$ cat src/rtl/score_hud_bcd.sv
// score_hud_bcd: binary score -> BCD digits and leading-zero blank masks for the HUD.
// A 2-flop synchroniser brings the 60 Hz score into the display domain. A sequential
// double-dabble converter handles one bit per clock. A session high score is kept.
// Ports:
//   clk, rst     display clock, synchronous active-high reset
//   score_in     binary score from the game controller (quasi-static)
//   clear_hi     pulse: zero the high score
//   score_bcd    current score BCD, digit 0 (units) in [3:0]
//   hi_bcd       high score BCD, same packing
//   score_blank  1 = suppress digit i of score (leading zero); digit 0 never blanked
//   hi_blank     1 = suppress digit i of high score
//   busy         conversion in progress
//   update       one-cycle pulse when new values are committed
module score_hud_bcd #(
  parameter int unsigned SCORE_W = 18,
  parameter int unsigned DIGITS  = 6
) (
  input  logic                  clk,
  input  logic                  rst,
  input  logic [SCORE_W-1:0]    score_in,
  input  logic                  clear_hi,
  output logic [4*DIGITS-1:0]   score_bcd,
  output logic [4*DIGITS-1:0]   hi_bcd,
  output logic [DIGITS-1:0]     score_blank,
  output logic [DIGITS-1:0]     hi_blank,
  output logic                  busy,
  output logic                  update
);

  localparam int unsigned BCD_W = 4 * DIGITS;
  localparam int unsigned CNT_W = (SCORE_W > 1) ? $clog2(SCORE_W) : 1;
  localparam logic [DIGITS-1:0] BLANK_RST = {{(DIGITS-1){1'b1}}, 1'b0};

  typedef enum logic [1:0] {IDLE, SHIFT, COMMIT} state_t;

  state_t              state, state_nx;
  logic                load, commit;
  logic [SCORE_W-1:0]  s1, s2, last_bin, hi_bin, sh_bin;
  logic [BCD_W-1:0]    acc, acc_adj;
  logic [CNT_W-1:0]    cnt;

  // Digit i (i>=1) is blanked when it and every digit above it are zero.
  function automatic logic [DIGITS-1:0] blank_of(input logic [BCD_W-1:0] v);
    logic [DIGITS-1:0] b;
    logic              zero_above;
    b          = '0;
    zero_above = 1'b1;
    for (int i = DIGITS - 1; i >= 1; i--) begin
      zero_above = zero_above && (v[4*i +: 4] == 4'd0);
      b[i]       = zero_above;
    end
    return b;
  endfunction

  // Add-3 correction on every nibble ahead of the shift.
  always_comb begin
    acc_adj = acc;
    for (int i = 0; i < int'(DIGITS); i++) begin
      if (acc[4*i +: 4] >= 4'd5) acc_adj[4*i +: 4] = acc[4*i +: 4] + 4'd3;
    end
  end

  // Next-state logic.
  always_comb begin
    state_nx = state;
    load     = 1'b0;
    commit   = 1'b0;
    case (state)
      IDLE: begin
        // Only start on a stable, changed value.
        if ((s1 == s2) && (s2 != last_bin)) begin
          load     = 1'b1;
          state_nx = SHIFT;
        end
      end
      SHIFT: begin
        if (cnt == '0) state_nx = COMMIT;
      end
      COMMIT: begin
        commit   = 1'b1;
        state_nx = IDLE;
      end
      default: state_nx = IDLE;
    endcase
  end

  // State register; busy tracks the state being entered.
  always_ff @(posedge clk) begin
    if (rst) begin
      state <= IDLE;
      busy  <= 1'b0;
    end else begin
      state <= state_nx;
      busy  <= (state_nx != IDLE);
    end
  end

  // Synchroniser, converter datapath and output registers.
  always_ff @(posedge clk) begin
    if (rst) begin
      s1          <= '0;
      s2          <= '0;
      last_bin    <= '0;
      hi_bin      <= '0;
      sh_bin      <= '0;
      acc         <= '0;
      cnt         <= '0;
      score_bcd   <= '0;
      hi_bcd      <= '0;
      score_blank <= BLANK_RST;
      hi_blank    <= BLANK_RST;
      update      <= 1'b0;
    end else begin
      s1     <= score_in;
      s2     <= s1;
      update <= commit;

      if (load) begin
        sh_bin   <= s2;
        last_bin <= s2;
        acc      <= '0;
        cnt      <= CNT_W'(SCORE_W - 1);
      end else if (state == SHIFT) begin
        acc    <= BCD_W'({acc_adj, sh_bin[SCORE_W-1]});
        sh_bin <= {sh_bin[SCORE_W-2:0], 1'b0};
        cnt    <= cnt - CNT_W'(1);
      end

      if (commit) begin
        score_bcd   <= acc;
        score_blank <= blank_of(acc);
      end

      // Clear takes priority over folding a coincident commit into the high score.
      if (clear_hi) begin
        hi_bin   <= '0;
        hi_bcd   <= '0;
        hi_blank <= BLANK_RST;
      end else if (commit && (last_bin > hi_bin)) begin
        hi_bin   <= last_bin;
        hi_bcd   <= acc;
        hi_blank <= blank_of(acc);
      end
    end
  end

endmodule

$ cat config.mk
export PLATFORM = sky130hd
export DESIGN_NAME = score_hud_bcd
export DESIGN_NICKNAME = d
export VERILOG_FILES = /design/src/rtl/score_hud_bcd.sv
export SDC_FILE = /design/constraint.sdc
export NUM_CORES = 1
export LEC_CHECK = 0
export CAP_MARGIN = 40
export CORE_ASPECT_RATIO = 1.5
export CORE_MARGIN = 3
export CORE_UTILIZATION = 39
export CTS_BUF_LIST = sky130_fd_sc_hd__clkbuf_4 sky130_fd_sc_hd__clkbuf_8 sky130_fd_sc_hd__clkbuf_16
export DETAILED_ROUTE_END_ITERATION = 7
export PLACE_DENSITY_LB_ADDON = 0.12
export SLEW_MARGIN = 10
export SYNTH_ARGS = -nofsm -noshare
export SYNTH_HDL_FRONTEND = slang
export SYNTH_SLANG_ARGS = --single-unit
$ cat constraint.sdc
create_clock -name clk -period 2.9 [get_ports clk]
set_input_delay 0.29 -clock clk [delete_from_list [all_inputs] [get_ports clk]]
set_output_delay 0.29 -clock clk [all_outputs]
set_load 0.1 [all_outputs]
==> flow_metrics.env <==
export IMPL_finalCritPeriodShare=0.915
export IMPL_min_path_type="primary input to register"
export IMPL_met1_usage=0.197
export IMPL_synth_seq_cells=181
export IMPL_drtIter0Drc=281
export IMPL_numPortBuffers=80
export IMPL_vias_per_cell=4.96
export IMPL_areaGrowthSynthToFinish_pct=19.9
export IMPL_rr_endpoint="hi_blank[2]"
export IMPL_synth_async_reset_ratio=0
export IMPL_power_density_mw_per_mm2=544
export IMPL_swShare=0.226
export IMPL_multi_input_comb_area_mm2=0.00391
export IMPL_grt_max_degree=71
export IMPL_max_freq_ghz=0.377
export IMPL_r2r_start="hi_bin[16]"
export IMPL_clk_pin_slew_ns=0.08
export IMPL_num_antenna_cells=0
export IMPL_final_hold_viol_count=0
export IMPL_synth_edf_count=0
export IMPL_synth_cell_type_count=43
export IMPL_grt_pass1_vias=5934
export IMPL_maxSlewHeadroom=0.522
export IMPL_dieArea_mm2=0.0220
export IMPL_fillers=1969
export IMPL_dp_cells=1181
export IMPL_grt_usage=0.171
export IMPL_grtUsageMet2=0.317
export IMPL_final_util=0.477
export IMPL_cts_root_buffer="clkbuf_16"
export IMPL_yosysSeqAreaShare=0.459
export IMPL_cp_start_kind="register"
export IMPL_overflow=0
export IMPL_drv_slew=0
export IMPL_start_util=0.398
export IMPL_clk_latency_ns=0.43
export IMPL_grtUsageMet3=0.0314
export IMPL_netlist_top_cells_count="nand2_1, dfxtp_1, a21oi_1"
export IMPL_ys_dominant_reg_cell="dfxtp_1"
export IMPL_numCtsBuffers=17
export IMPL_die_x_um=122
export IMPL_h_tree_depth=4
export IMPL_place_ws_ns=0.266
export IMPL_final_instance_count_excl_fill=1213
export IMPL_holdWs_ns=0.281
export IMPL_fin_ws_ns=0.247
export IMPL_cts_sinks=181
export IMPL_syn_inst=880
export IMPL_synth_top_cell_area_share=0.459
export IMPL_status="finished clean"
export IMPL_finalSetupViolCount=0
export IMPL_final_seq_area_mm2=0.00362
export IMPL_yosys_warnings=0
export IMPL_drt_total_wl_mm=17.9
export IMPL_place_gp_congestion=0.779
export IMPL_p_seq_frac=0.491
export IMPL_synth_area_leader_cell="dfxtp_1"
export IMPL_fin_crit_ns=2.65
export IMPL_crit_path_end_kind="register"
export IMPL_r2r_cells=8
export IMPL_routed_via_count=6019
export IMPL_drive_above_1_share=0.130
export IMPL_yosysMostFrequentCell="nand2_1"
export IMPL_cts_resized=0
export IMPL_path_class="register to register"
export IMPL_die_y_um=180
export IMPL_leakage_nw=3.84
export IMPL_worst_slew_pin_transition_ns=0.718
export IMPL_drc_errors=0
export IMPL_drv_cap=0
export IMPL_grt_pass1_wl_mm=30.2
export IMPL_rows=63
export IMPL_arrival_ns=3.01
export IMPL_p_int_mw=3.98
export IMPL_peakVddDrop_uv=361
export IMPL_dr_pass1_iters=4
export IMPL_post_drt_wl_per_cell_um=14.8
export IMPL_core_region_area_mm2=0.0199
export IMPL_combPwrFrac=0.032
export IMPL_rsz0062_at_grt="false"
export IMPL_clockPowerShare=0.477
export IMPL_netlist_top_cells_area="dfxtp_1, nand2_1, mux2i_1"
export IMPL_hp_start="rst"
export IMPL_ios=83
export IMPL_hold_end="score_bcd[4]"
export IMPL_antenna_found_initial=0
export IMPL_cts_tree="built"
export IMPL_crit_fanout=21
export IMPL_synth_area_mm2=0.00790
export IMPL_r2r_slack_ns=0.25
export IMPL_p_switching_mw=1.16
export IMPL_whs_path_depth=2
export IMPL_dp_hpwl_mm=12.4
export IMPL_postSynthAreaPerCell_um2=8.97
export IMPL_grt_busiest_layer="met2"
export IMPL_final_antenna_net_count=0
export IMPL_nets=997
export IMPL_hold_buffers=0
export IMPL_clk_path_buf_depth=2
export IMPL_post_cts_buffers=0
export IMPL_setup_tns_ns=0
export IMPL_clock_skew_ns=0.0113
export IMPL_cp_required_ns=3.25
[worst max-delay path by stage]
| stage | from | to | cells past startpoint | slack, ns |
|---|---|---|---|---|
| 2_1_floorplan | hi_bin[16] | hi_bcd[21] | 9 | 0.67 |
| 3_3_place_gp | hi_bin[16] | hi_blank[1] | 8 | 0.33 |
| 3_5_place_dp | hi_bin[16] | hi_blank[2] | 8 | 0.27 |
| 4_1_cts | hi_bin[16] | hi_blank[2] | 8 | 0.25 |
| 5_1_grt | hi_bin[16] | hi_blank[1] | 8 | 0.08 |
| 6_report | hi_bin[16] | hi_blank[2] | 8 | 0.25 |
[final cells by class]
type / instances / share of cell area
inverter: 36 / 0.0143
tap: 260 / 0.0344
clock inverter: 14 / 0.0202
multi-input combinational: 608 / 0.413
clock buffer: 18 / 0.0464
sequential: 181 / 0.383
timing repair buffer: 96 / 0.0891
[worst max-delay path: stages, from the launching register on]
cell and delay (ns):
dfxtp_1 0.33, inv_1 0.05, ha_1 0.30, nand4_1 0.15
or4_1 0.61, a31o_1 0.28, a31oi_4 0.43, buf_12 0.23
a2bb2oi_1 0.18
[power by group through the flow]
stage | Combinational (mW) | Clock [mW] | Sequential, mW
CTS | 0.168 | 2.52 | 2.53
detailed placement | 0.167 | 0 | 2.59
global route | 0.181 | 2.63 | 2.53
global placement | 0.168 | 0 | 2.59
finish | 0.163 | 2.45 | 2.53
floorplan | 0.106 | 0 | 2.58
[metrics by stage]
step | power [mW] | area (µm²)
2_1_floorplan | 2.69 | 7900
3_3_place_gp | 2.75 | 8840
3_5_place_dp | 2.75 | 8840
4_1_cts | 5.21 | 9470
5_1_grt | 5.34 | 9470
6_report | 5.15 | 9470
[per-layer routing]
| layer | vias to the layer above | share of wire |
|---|---|---|
| li1 | 3090 | - |
| met1 | 2830 | 0.43 |
| met2 | 86 | 0.53 |
| met3 | 13 | 0.027 |
| met4 | 0 | 0.010 |
| met5 | - | 0 |
[state kept, by name, indices dropped and copies added (netlist names)]
register	flops
acc	24
hi_bcd	24
score_bcd	24
hi_bin	18
last_bin	18
s1	18
s2	18
sh_bin	18
cnt	5
hi_blank	5
score_blank	5
state	2
busy	1
update	1
[cell usage in the layout, fill, tap and decap left out, types with 7 or more instances in the layout]
cell type | netlist | layout
clkdlybuf4s50_1 | 0 | 19
nor4_1 | 7 | 7
o21ai_0 | 16 | 16
nand3_1 | 8 | 8
clkbuf_16 | 0 | 17
o211ai_1 | 7 | 7
a21oi_1 | 53 | 53
nor2b_1 | 39 | 37
nand2_1 | 205 | 205
dfxtp_1 | 181 | 181
o2bb2ai_1 | 34 | 34
nand2b_1 | 8 | 8
buf_4 | 5 | 71
and3_1 | 7 | 7
ha_1 | 36 | 36
inv_1 | 35 | 35
nand4_1 | 7 | 7
nor2_1 | 16 | 15
xor2_1 | 22 | 22
nor3_1 | 23 | 23
mux2i_1 | 46 | 46
o2bb2ai_2 | 8 | 8
xnor2_1 | 25 | 25
[cell families after synthesis]
kind of cell    Yosys count  share of synthesized area
simple gates            336                      0.193
flops                   181                      0.459
compound gates          141                      0.128
buf+inv                  92                     0.0520
xor+xnor                 47                     0.0521
mux                      46                     0.0583
fa+ha+maj                36                     0.0570
other cells               1                   0.000475
Power figures use the tool's default switching activity.
